<file path="src/rtl/aes_pkg.sv">
// Shared constants, FSM encoding and control-word layout for the AES-128 round sequencer.
// NR  : number of AES rounds; round counter spans 0..NR
// KW  : width of the round-key index (2**KW > NR)
package aes_pkg;

    localparam int unsigned NR = 10;
    localparam int unsigned KW = 4;

    localparam logic MODE_ENC = 1'b1;
    localparam logic MODE_DEC = 1'b0;

    typedef enum logic [1:0] {
        ST_IDLE  = 2'd0,
        ST_LOAD  = 2'd1,
        ST_ROUND = 2'd2,
        ST_DONE  = 2'd3
    } state_t;

    // Registered control word presented to the datapath and key schedule.
    typedef struct packed {
        logic          enc_grant;
        logic          dec_grant;
        logic          mode;
        logic [KW-1:0] sel_key;
        logic          load_state;
        logic          round_en;
        logic          round_last;
        logic          busy;
        logic          done;
    } ctrl_t;

    // Decryption walks the key schedule backwards from NR to 0.
    function automatic logic [KW-1:0] key_index(input logic mode, input logic [KW-1:0] r);
        return (mode == MODE_ENC) ? r : (KW'(NR) - r);
    endfunction

endpackage

</file>
<file path="src/rtl/aes_rr_arbiter.sv">
// Two-requester round-robin arbiter for the encrypt/decrypt engines.
// Ports:
//   clk, rst_n  : clock, synchronous active-low reset
//   enc_req     : encryption request
//   dec_req     : decryption request
//   accept      : the sequencer is starting the selected operation this cycle
//   req_any_c   : at least one request pending (combinational)
//   pick_enc_c  : 1 = encryption is the winner, 0 = decryption (combinational)
module aes_rr_arbiter
    import aes_pkg::*;
(
    input  logic clk,
    input  logic rst_n,
    input  logic enc_req,
    input  logic dec_req,
    input  logic accept,
    output logic req_any_c,
    output logic pick_enc_c
);

    logic last_mode;

    // On a tie the mode opposite the previous grant wins; reset favours encrypt.
    always_comb begin
        req_any_c  = enc_req | dec_req;
        pick_enc_c = enc_req & (~dec_req | (last_mode == MODE_DEC));
    end

    // Remember the mode of the last accepted operation.
    always_ff @(posedge clk) begin
        if (!rst_n) begin
            last_mode <= MODE_DEC;
        end else if (accept) begin
            last_mode <= pick_enc_c ? MODE_ENC : MODE_DEC;
        end
    end

endmodule

</file>
<file path="src/rtl/aes_round_sequencer.sv">
// AES-128 round controller: arbitrates encrypt/decrypt, sequences the round-key
// index and issues per-round strobes. All outputs come straight from flops.
// Ports:
//   clk, rst_n        : clock, synchronous active-low reset
//   EncReq, DecReq    : level requests, held until granted
//   KeyValid          : key schedule ready; gates operation start only
//   Hold              : freezes sequencing in LOAD/ROUND
//   EncGrant/DecGrant : accept pulse (stretched by Hold)
//   Mode              : 1 = encrypt, 0 = decrypt
//   SelKey            : round-key index, always within 0..NR
//   LoadState         : round-0 cycle (load + AddRoundKey)
//   RoundEn/RoundLast : full round / final round strobes
//   Busy, Done        : operation in progress / result valid pulse
module aes_round_sequencer
    import aes_pkg::*;
(
    input  logic          clk,
    input  logic          rst_n,
    input  logic          EncReq,
    input  logic          DecReq,
    input  logic          KeyValid,
    input  logic          Hold,
    output logic          EncGrant,
    output logic          DecGrant,
    output logic          Mode,
    output logic [KW-1:0] SelKey,
    output logic          LoadState,
    output logic          RoundEn,
    output logic          RoundLast,
    output logic          Busy,
    output logic          Done
);

    state_t        state_q, state_d;
    logic [KW-1:0] cnt_q, cnt_d;
    ctrl_t         ctrl_q, ctrl_d;
    logic          accept;
    logic          req_any_c;
    logic          pick_enc_c;

    aes_rr_arbiter u_arb (
        .clk        (clk),
        .rst_n      (rst_n),
        .enc_req    (EncReq),
        .dec_req    (DecReq),
        .accept     (accept),
        .req_any_c  (req_any_c),
        .pick_enc_c (pick_enc_c)
    );

    // State, round counter and registered control word.
    always_ff @(posedge clk) begin
        if (!rst_n) begin
            state_q <= ST_IDLE;
            cnt_q   <= '0;
            ctrl_q  <= '0;
        end else begin
            state_q <= state_d;
            cnt_q   <= cnt_d;
            ctrl_q  <= ctrl_d;
        end
    end

    // Next state and next control word; strobes default low, Mode/SelKey hold.
    always_comb begin
        state_d         = state_q;
        cnt_d           = cnt_q;
        accept          = 1'b0;
        ctrl_d          = '0;
        ctrl_d.mode     = ctrl_q.mode;
        ctrl_d.sel_key  = ctrl_q.sel_key;

        case (state_q)
            ST_IDLE: begin
                if (KeyValid && req_any_c) begin
                    accept            = 1'b1;
                    state_d           = ST_LOAD;
                    cnt_d             = '0;
                    ctrl_d.mode       = pick_enc_c ? MODE_ENC : MODE_DEC;
                    ctrl_d.enc_grant  = pick_enc_c;
                    ctrl_d.dec_grant  = ~pick_enc_c;
                    ctrl_d.load_state = 1'b1;
                    ctrl_d.busy       = 1'b1;
                    ctrl_d.sel_key    = key_index(ctrl_d.mode, '0);
                end
            end
            ST_LOAD, ST_ROUND: begin
                if (Hold) begin
                    // Everything frozen, strobes included; datapath masks with ~Hold.
                    ctrl_d = ctrl_q;
                end else if (state_q == ST_ROUND && cnt_q == KW'(NR)) begin
                    state_d     = ST_DONE;
                    ctrl_d.done = 1'b1;
                end else begin
                    state_d           = ST_ROUND;
                    cnt_d             = cnt_q + KW'(1);
                    ctrl_d.round_en   = 1'b1;
                    ctrl_d.busy       = 1'b1;
                    ctrl_d.round_last = (cnt_d == KW'(NR));
                    ctrl_d.sel_key    = key_index(ctrl_q.mode, cnt_d);
                end
            end
            ST_DONE: begin
                state_d = ST_IDLE;
            end
            default: begin
                state_d = ST_IDLE;
            end
        endcase
    end

    assign EncGrant  = ctrl_q.enc_grant;
    assign DecGrant  = ctrl_q.dec_grant;
    assign Mode      = ctrl_q.mode;
    assign SelKey    = ctrl_q.sel_key;
    assign LoadState = ctrl_q.load_state;
    assign RoundEn   = ctrl_q.round_en;
    assign RoundLast = ctrl_q.round_last;
    assign Busy      = ctrl_q.busy;
    assign Done      = ctrl_q.done;

endmodule
</file>
<file path="config.mk">
export PLATFORM = sky130hd
export DESIGN_NAME = aes_round_sequencer
export DESIGN_NICKNAME = d
export VERILOG_FILES = /design/src/rtl/aes_pkg.sv /design/src/rtl/aes_rr_arbiter.sv /design/src/rtl/aes_round_sequencer.sv
export SDC_FILE = /design/constraint.sdc
export NUM_CORES = 1
export LEC_CHECK = 0
export ABC_AREA = 0
export BUFFER_PORTS_ARGS = -buffer_cell sky130_fd_sc_hd__buf_2
export CELL_PAD_IN_SITES_DETAIL_PLACEMENT = 1
export CELL_PAD_IN_SITES_GLOBAL_PLACEMENT = 1
export CORE_ASPECT_RATIO = 0.75
export CORE_UTILIZATION = 33
export CTS_CLUSTER_SIZE = 16
export DETAILED_ROUTE_END_ITERATION = 7
export PLACE_DENSITY_LB_ADDON = 0.2
export SLEW_MARGIN = 20
export SYNTH_ARGS = -nofsm -noshare
export SYNTH_HDL_FRONTEND = slang
export SYNTH_SLANG_ARGS = --single-unit
</file>
<file path="constraint.sdc">
create_clock -name clk -period 4.3 [get_ports clk]
set_input_delay 0.215 -clock clk [delete_from_list [all_inputs] [get_ports clk]]
set_output_delay 0.215 -clock clk [all_outputs]
set_load 0.005 [all_outputs]
</file>
==> results.json, run 1 <==
{
  "status": "completed",
  "synth_top_family_by_area": "compound AO/OA/AOI/OAI gates",
  "placed_area_um2": 1190,
  "ys_seq_elements": 19,
  "final_hold_viol_count": 0,
  "drc": 0,
  "synth_cell_type_count": 38,
  "synth_xor_area_share_pct": 4.07,
  "die_area_um2": 3500,
  "hpwl_um": 2190,
  "syn_area_per_cell_um2": 8.75,
  "start_util_pct": 35.6,
  "synth_edf_count": 0,
  "crit_path_start_kind": "register",
  "design_area_um2": 1230,
  "syn_to_final_growth_pct": 14.5,
  "hp-class": "in2reg",
  "critPathMaxFanout": 19,
  "synth_top_area_share_pct": 35.3,
  "dp_cells": 173,
  "crit_arrival_ns": 2.40,
  "p_total_mw": 0.584,
  "yosysWarnings": 0,
  "synthSimpleGateAreaFrac_pct": 19.8,
  "synth_area_um2": 1080,
  "post-route-min-period_ns": 2.26,
  "core_um2": 3020,
  "vias": 994,
  "clock-skew-final_ns": 0.00857,
  "globalplace.congestion": 0.820,
  "grt_pass1_vias": 939,
  "drtIter0Drc": 54,
  "post_cts_resized": 0,
  "clockBufferDepth": 2,
  "die_h_um": 51.5,
  "die_x_um": 67.9,
  "synthesis.nets": 137,
  "slew_violations": 0,
  "setup_viol": 0,
  "post-place-ws_ns": 2.02,
  "p_per_area_nw_per_um2": 474,
  "drv_cap": 0,
  "grt_pass1_wl_um": 4800,
  "path_clk_slew_ns": 0.08,
  "num_rows": 17,
  "wl_per_cell_um": 16.3,
  "max_slew_margin_pct": 56.3,
  "period_share_pct": 52.6,
  "synth_cells": 123,
  "drive_above_1_share_pct": 18.7,
  "wirelength_um": 2890,
  "fin_ws_ns": 2.04,
  "nets": 154,
  "end_kind": "register",
  "required_ns": 4.44,
  "antenna_found_initial": 0,
  "grt_max_degree": 20,
  "fmax_mhz": 442,
  "final_common_cell": "dfxtp_1",
  "hold_buffers": 0,
  "synthMuxAreaShare_pct": 1.86,
  "async_flop_share_pct": 0,
  "synth_compound_area_share_pct": 24.5,
  "postCtsSetupBuffers": 0,
  "antennaDiodeCount": 0,
  "final_cell_mix": "dfxtp_1, buf_2, a21oi_1",
  "synth_fa_ha_area_share_pct": 9.30,
  "synth_ff_type": "dfxtp_1",
  "cts_sinks": 19,
  "io_buffers": 17,
  "peakVddDrop_uv": 230,
  "rsz0062_at_grt": "false",
  "grt_overflow_total": 0,
  "cts_root_buf": "clkbuf_8",
  "viasPerCell": 5.62,
  "clock_latency_ns": 0.26,
  "cts_tree": "done",
  "critPathKind": "reg2reg",
  "final_antenna_net_count": 0,
  "stdcell_count": 177,
  "worstMarginPinSlew_ns": 0.653,
  "cts_made_buffers": 3,
  "cts-htree-levels": 1,
  "synth.yosys.seq_area_share_pct": 35.3,
  "p_leak_nw": 0.503,
  "dr.pass1.iters": 4,
  "yosys.area.top_type": "dfxtp_1",
  "synth_top_cells_by_area": "dfxtp_1, ha_1, a21oi_1",
  "io-pin-count": 18,
  "tns_ns": 0,
  "track_usage_pct": 19.0
}
==> report_power, final <==
group	internal, mW	leakage (nW)	total (mW)	switching, mW
Clock	0.0658	0.0228	0.124	0.0586
Combinational	0.0889	0.325	0.243	0.154
Sequential	0.199	0.155	0.217	0.0174
==> critical path: stages (launching register included) <==
cell and delay (ns):
dfxtp_1 0.37, inv_1 0.08, ha_1 0.70, nand2b_1 0.27, o22a_4 0.30, o311ai_1 0.28
o41ai_1 0.12
==> per-layer routing <==
layer  up-vias  GRT usage, %  part of all wire, %
met5         -             0                    0
met1       493          28.6                   54
met4         0          3.13                 0.62
met3         2          4.69                  3.6
met2        18          27.0                   42
li1        481             -                    -
==> path summary, 6_finish.rpt <==
| kind | start | end | slack [ns] | cells past startpoint |
|---|---|---|---|---|
| worst max-delay path | state_q[1] | cnt_q[2] | 2.04 | 6 |
| worst min-delay path | rst_n | state_q[1] | 0.26 | 2 |
| worst max register to register | state_q[1] | cnt_q[2] | 2.04 | 6 |
| worst min register to register | RoundLast | RoundLast | 0.47 | 2 |
==> stage by stage <==
stage	hold slack, ns	util (%)
after global placement	0.457	39.3
after detailed placement	0.459	39.3
after floorplan	0.348	-
after global routing	0.254	40.8
after CTS	0.258	40.8
final	0.255	40.8
==> cell families (layout without fill, tap and decap cells) <==
logic type,Yosys count,after routing
fa+ha+maj,8,8
mux,2,2
flops,19,19
xor+xnor,5,5
buf+inv,14,30
compound gates,37,37
simple gates,38,38
==> flip-flops by register name, summed over array words and instances, names as in the netlist <==
signal and flops:
SelKey 4, cnt_q 4, state_q 2, Busy 1
DecGrant 1, Done 1, EncGrant 1, LoadState 1
Mode 1, RoundEn 1, RoundLast 1, u_arb.last_mode 1
==> cell type report <==
| type | instances | area (um^2) |
|---|---|---|
| Inverter | 9 | 33.8 |
| Clock buffer | 4 | 45.0 |
| Sequential cell | 19 | 380 |
| Multi-Input combinational cell | 90 | 641 |
| Tap cell | 38 | 47.5 |
| Fill cell | 364 | 1790 |
| Timing Repair Buffer | 17 | 85.1 |
==> cell usage after synthesis, types with 2 or more instances <==
library cell / count
a211oi_1: 2
a21oi_1: 12
buf_2: 2
clkbuf_1: 3
dfxtp_1: 19
ha_1: 8
inv_1: 9
mux2i_1: 2
nand2_1: 7
nand2b_1: 2
nand3_1: 3
nand4_1: 5
nand4b_1: 2
nor2_1: 7
nor2b_1: 5
nor3_1: 2
o211ai_1: 3
o21ai_0: 5
o311ai_1: 2
o31ai_1: 2
xnor2_1: 4
No activity file was read; power rests on OpenSTA's default activity.
==> run 2, diff against run 1 <==
Settings changed: ABC_AREA 0 to 1.
Clock period 4.3 ns to 2.3 ns, I/O delays scaled along.
==> run 2 against run 1 <==
Against the previous run: non-clock buffer count rose by 1; first-iteration DRC count fell by 15%; clock skew fell by 0.0062 ns; global-route usage fell by 0.79 points; critical path depth rose by 3; via count rose by 7.1%; register-to-register slack got worse by 1.4 ns; synthesized cell count rose by 29%; count of clock-buffer cells in the layout fell by 1; critical path type unchanged; critical endpoint is now SelKey[1].
==> results.json, run 2 <==
{
  "synth_top_area_share_pct": 33.7,
  "synth_top_cells_by_area": "dfxtp_1, nand2_1, ha_1",
  "dr.pass1.iters": 4,
  "rsz0062_at_grt": "false",
  "track_usage_pct": 18.2,
  "drv_cap": 0,
  "slowest_stage": "dfxtp_1",
  "fmax_mhz": 589,
  "antennaDiodeCount": 0,
  "peakVddDrop_uv": 485,
  "io_buffers": 17,
  "die_x_um": 69.6,
  "final_hold_viol_count": 0,
  "worst-path-buf-inv": 2,
  "max_slew_margin_pct": 76.5,
  "num_rows": 17,
  "post-place-ws_ns": 0.611,
  "slowest_delay_ns": 0.39,
  "path_cells": "inv_1 > ha_1 > nand2_2 > inv_2 > a21oi_4 > nand3_2 > nor2_2 > nand2_1 > nand2_1",
  "antenna_found_initial": 0,
  "vias": 1065,
  "hpwl_um": 2400,
  "grt_overflow_total": 0,
  "viasPerCell": 4.91,
  "io-pin-count": 18,
  "setup_viol": 0,
  "fill_cells": 407,
  "die_area_um2": 3660,
  "drc": 0,
  "post_cts_resized": 0,
  "crit_path_start_kind": "register",
  "p_leak_nw": 0.655,
  "globalplace.congestion": 0.876,
  "final_cell_mix": "nand2_1, inv_1, dfxtp_1",
  "die_h_um": 52.7,
  "synth_ff_type": "dfxtp_1",
  "grt_max_degree": 12,
  "timing.rr.start": "state_q[1]",
  "hp-start": "Hold",
  "post-route-min-period_ns": 1.70,
  "synth_most_common_cell": "nand2_1",
  "cts_made_buffers": 3,
  "hp-class": "in2reg",
  "worstMarginPinSlew_ns": 0.353,
  "p_per_area_nw_per_um2": 1210,
  "path_common_cell": "nand2_1",
  "clock-skew-final_ns": 0.00237,
  "reg2reg_to": "SelKey[1]",
  "hold_path_depth": 2,
  "cts_root_buf": "clkbuf_8",
  "wl_per_cell_um": 13.5,
  "path_clk_slew_ns": 0.07,
  "async_flop_share_pct": 0,
  "p_total_mw": 1.57,
  "clockBufferDepth": 2,
  "wirelength_um": 2930,
  "cts-htree-levels": 1,
  "crit_family": "simple AND/OR/NAND/NOR gates",
  "end_kind": "register",
  "drtIter0Drc": 46,
  "postCtsSetupBuffers": 0,
  "synth.yosys.seq_area_share_pct": 33.7,
  "fin_ws_ns": 0.603,
  "drive_above_1_share_pct": 24.0,
  "clock_latency_ns": 0.26,
  "synth_cell_type_count": 21,
  "ys_seq_elements": 19,
  "critPathKind": "reg2reg",
  "crit_arrival_ns": 1.90,
  "final_antenna_net_count": 0,
  "synth_area_um2": 1130,
  "syn_area_per_cell_um2": 7.11,
  "synth_cells": 159,
  "required_ns": 2.51,
  "min_to": "Done",
  "grt_pass1_vias": 1059,
  "synth_edf_count": 0,
  "period_share_pct": 73.8,
  "rrSetupSlack_ns": 0.60,
  "core_um2": 3110,
  "syn_to_final_growth_pct": 15.1,
  "tns_ns": 0,
  "hold_buffers": 0,
  "cts_tree": "done",
  "grt_pass1_wl_um": 5000,
  "status": "completed",
  "r2r_cells": 9,
  "yosysWarnings": 0,
  "fin_util_pct": 41.9,
  "synth_top_cells_by_count": "nand2_1, inv_1, dfxtp_1",
  "synthesis.nets": 173,
  "critPathMaxFanout": 7,
  "nets": 194,
  "start_util_pct": 36.4,
  "final_common_cell": "nand2_1",
  "slew_violations": 0,
  "yosys.area.top_type": "dfxtp_1",
  "cts_sinks": 19
}
==> run 2: power by group <==
group / leakage (nW) / switching, mW / internal [mW]
Sequential: 0.156 / 0.0788 / 0.424
Clock: 0.0255 / 0.116 / 0.121
Combinational: 0.474 / 0.541 / 0.292
Total: 0.655 / 0.736 / 0.837
==> run 2: routing by layer <==
metal	track usage (%)	up-vias	wire length, um
met1	23.8	505	1510
met4	4.08	0	14
met5	0	-	0
li1	-	540	-
met2	30.3	18	1270
met3	4.62	2	135
==> run 2: cell type report <==
type                       count  area (um^2)  share of cell area, %
clock buffer                   3         41.3                   3.18
clock inverter                 1         5.00                  0.385
inverter                      26         97.6                   7.51
multi-input combinational    112          636                   48.9
sequential                    19          380                   29.3
tap                           38         47.5                   3.66
timing repair buffer          18         92.6                   7.12
==> run 2: how the worst max path moves through the flow <==
stage,start,endpoint,slack [ns],cells after the start
after floorplan,state_q[1],SelKey[0],0.84,10
after global placement,state_q[0],SelKey[1],0.68,9
after detailed placement,state_q[1],SelKey[3],0.61,9
after CTS,state_q[1],SelKey[3],0.59,9
after global routing,state_q[1],SelKey[3],0.44,9
final,state_q[1],SelKey[1],0.60,9
==> run 2: cell families (layout without fill, tap and decap cells) <==
logic type / after synthesis / after routing / synth area share (%)
buffers and inverters: 28 / 48 / 10.1
adder cells (fa/ha/maj): 8 / 8 / 8.86
flip-flops: 19 / 19 / 33.7
AND/OR/NAND/NOR: 81 / 81 / 34.3
AO/OA/AOI/OAI: 23 / 23 / 13.1
==> run 2: stage by stage <==
step           hold slack (ns)  cells  cell area [um^2]
5_1_grt                  0.137    217              1300
3_3_place_gp             0.383    213              1250
2_1_floorplan            0.213    159              1130
3_5_place_dp             0.401    213              1250
4_1_cts                  0.120    217              1300
6_report                 0.126    217              1300
==> run 3, diff against run 2 <==
Clock period 2.3 ns to 1.38 ns, I/O delays scaled along.
==> run 3 against run 2 <==
Against the previous run: the flow now finishes with violations (negative setup slack); total power increased by 110%; setup slack got worse by 0.67 ns; die area unchanged; clock power increased by 75%; fmax increased by 17%; first-iteration DRC count decreased by 63%; count of clock-buffer cells in the layout unchanged; register-to-register slack got worse by 0.67 ns; non-clock buffer count increased by 20; critical path depth unchanged; sequential cell count unchanged; critical path type unchanged; largest cell class unchanged.
==> results.json, run 3 (synthesis gave the netlist of run 2 again) <==
{
  "post-place-ws_ns": -0.106,
  "seqPwrFrac_pct": 25.7,
  "intPower_mw": 1.83,
  "wl_per_cell_um": 13.5,
  "dr.pass1.iters": 4,
  "nets": 214,
  "cts_tree": "done",
  "worstMarginPinSlew_ns": 0.353,
  "slew_violations": 0,
  "max_slew_margin_pct": 76.4,
  "p_per_area_nw_per_um2": 2140,
  "worst-path-buf-inv": 2,
  "final_common_cell": "nand2_1",
  "violations": "negative setup slack",
  "hp-class": "in2reg",
  "cts_made_buffers": 3,
  "clock-skew-final_ns": 0.00366,
  "drive_above_1_share_pct": 42.7,
  "final_cell_mix": "nand2_1, buf_4, inv_1, buf_2, dfxtp_1",
  "crit_arrival_ns": 1.67,
  "antenna_found_initial": 0,
  "fmax_mhz": 690,
  "num_rows": 17,
  "path_cells": "inv_4 > ha_4 > nand2_4 > inv_4 > a21oi_4 > nand3_4 > nor2_2 > nand2_1 > nand2_1",
  "design_area_um2": 1560,
  "cts_sinks": 19,
  "final_antenna_net_count": 0,
  "power_frac_clock_pct": 12.5,
  "io_buffers": 17,
  "swShare_pct": 44.9,
  "rsz0062_at_grt": "true",
  "drv_cap": 0,
  "io-pin-count": 18,
  "post-route-min-period_ns": 1.45,
  "cts_root_buf": "clkbuf_8",
  "grt_max_degree": 13,
  "die_x_um": 69.6,
  "viasPerCell": 4.67,
  "core_um2": 3110,
  "wirelength_um": 3210,
  "peakVddDrop_uv": 994,
  "stdcell_count": 237,
  "final_hold_viol_count": 0,
  "clockBufferDepth": 2,
  "start_util_pct": 36.4,
  "track_usage_pct": 19.5,
  "hpwl_um": 2510,
  "antennaDiodeCount": 0,
  "vias": 1107,
  "end_kind": "register",
  "switching_power_mw": 1.50,
  "drc": 0,
  "fill_cells": 405,
  "fin_ws_ns": -0.0695,
  "placed_area_um2": 1400,
  "period_share_pct": 105,
  "setup_viol": 9,
  "grt_pass1_vias": 1117,
  "dp_cells": 231,
  "status": "finished with violations",
  "syn_to_final_growth_pct": 38.1,
  "hold_buffers": 0,
  "p_leak_nw": 0.765,
  "grt_overflow_total": 0,
  "slowest_delay_ns": 0.36,
  "globalplace.congestion": 0.783,
  "path_clk_slew_ns": 0.08,
  "holdWs_ns": 0.0973,
  "die_h_um": 52.7,
  "critPathKind": "reg2reg",
  "clock_latency_ns": 0.27,
  "required_ns": 1.60,
  "slowest_stage": "dfxtp_2",
  "grt_pass1_wl_um": 5310,
  "critPathMaxFanout": 6,
  "crit_family": "simple AND/OR/NAND/NOR gates",
  "crit_path_start_kind": "register",
  "fin_util_pct": 50.2,
  "cts-htree-levels": 1,
  "die_area_um2": 3660,
  "drtIter0Drc": 17,
  "p_comb_share_pct": 61.8
}
==> run 3: cell count changes in the layout (fill, tap and decap cells not counted), sizes merged <==
cell and change:
buf +20, clkinv -1, clkinvlp +1
==> run 3: cell type report <==
cell class | instances | area, um^2 | area share (%)
Inverter | 26 | 105 | 6.74
Clock buffer | 3 | 41.3 | 2.65
Tap cell | 38 | 47.5 | 3.05
Clock inverter | 1 | 7.51 | 0.481
Sequential cell | 19 | 385 | 24.7
Multi-Input combinational cell | 112 | 727 | 46.6
Timing Repair Buffer | 38 | 246 | 15.8
==> run 3: worst register-to-register path, stage by stage, from the launching register on <==
cell,delay (ns)
dfxtp_2,0.36
inv_4,0.05
ha_4,0.27
nand2_4,0.10
inv_4,0.05
a21oi_4,0.20
nand3_4,0.13
nor2_2,0.12
nand2_1,0.06
nand2_1,0.06
==> run 3: metal layers <==
metal | vias up | share of wire (%) | GRT usage [%]
met5 | - | 0 | 0
met4 | 0 | 1.4 | 8.16
met3 | 4 | 2.9 | 4.62
met2 | 16 | 45 | 30.1
met1 | 508 | 51 | 26.0
li1 | 579 | - | -
==> run 3: power groups by stage <==
stage	sequential [mW]	combinational [mW]	clock, mW
after global routing	0.881	2.30	0.461
after global placement	0.837	1.71	0
after floorplan	0.825	1.11	0
after CTS	0.857	1.87	0.433
after detailed placement	0.850	1.76	0
final	0.857	2.06	0.415
==> run 3: timing repair <==
item,CTS,global route
endpoints found under the setup margin,15,17
resized for setup,12,17
buffers inserted,1,1
pin swaps,5,9
==> run 3: path summary, 6_finish.rpt <==
check / from / end / slack [ns] / depth (start not counted)
worst max-delay path: state_q[0] / SelKey[1] / -0.07 / 9
worst min register to register: Done / Done / 0.45 / 2
worst min-delay path: Hold / Done / 0.1 / 2
worst max register to register: state_q[0] / SelKey[1] / -0.07 / 9
==> run 3: stage by stage <==
stage | TNS [ns] | power, mW
2_1_floorplan | 0 | 1.93
3_3_place_gp | -0.210 | 2.54
3_5_place_dp | -0.867 | 2.61
4_1_cts | -0.0480 | 3.16
5_1_grt | -1.09 | 3.64
6_report | -0.310 | 3.33
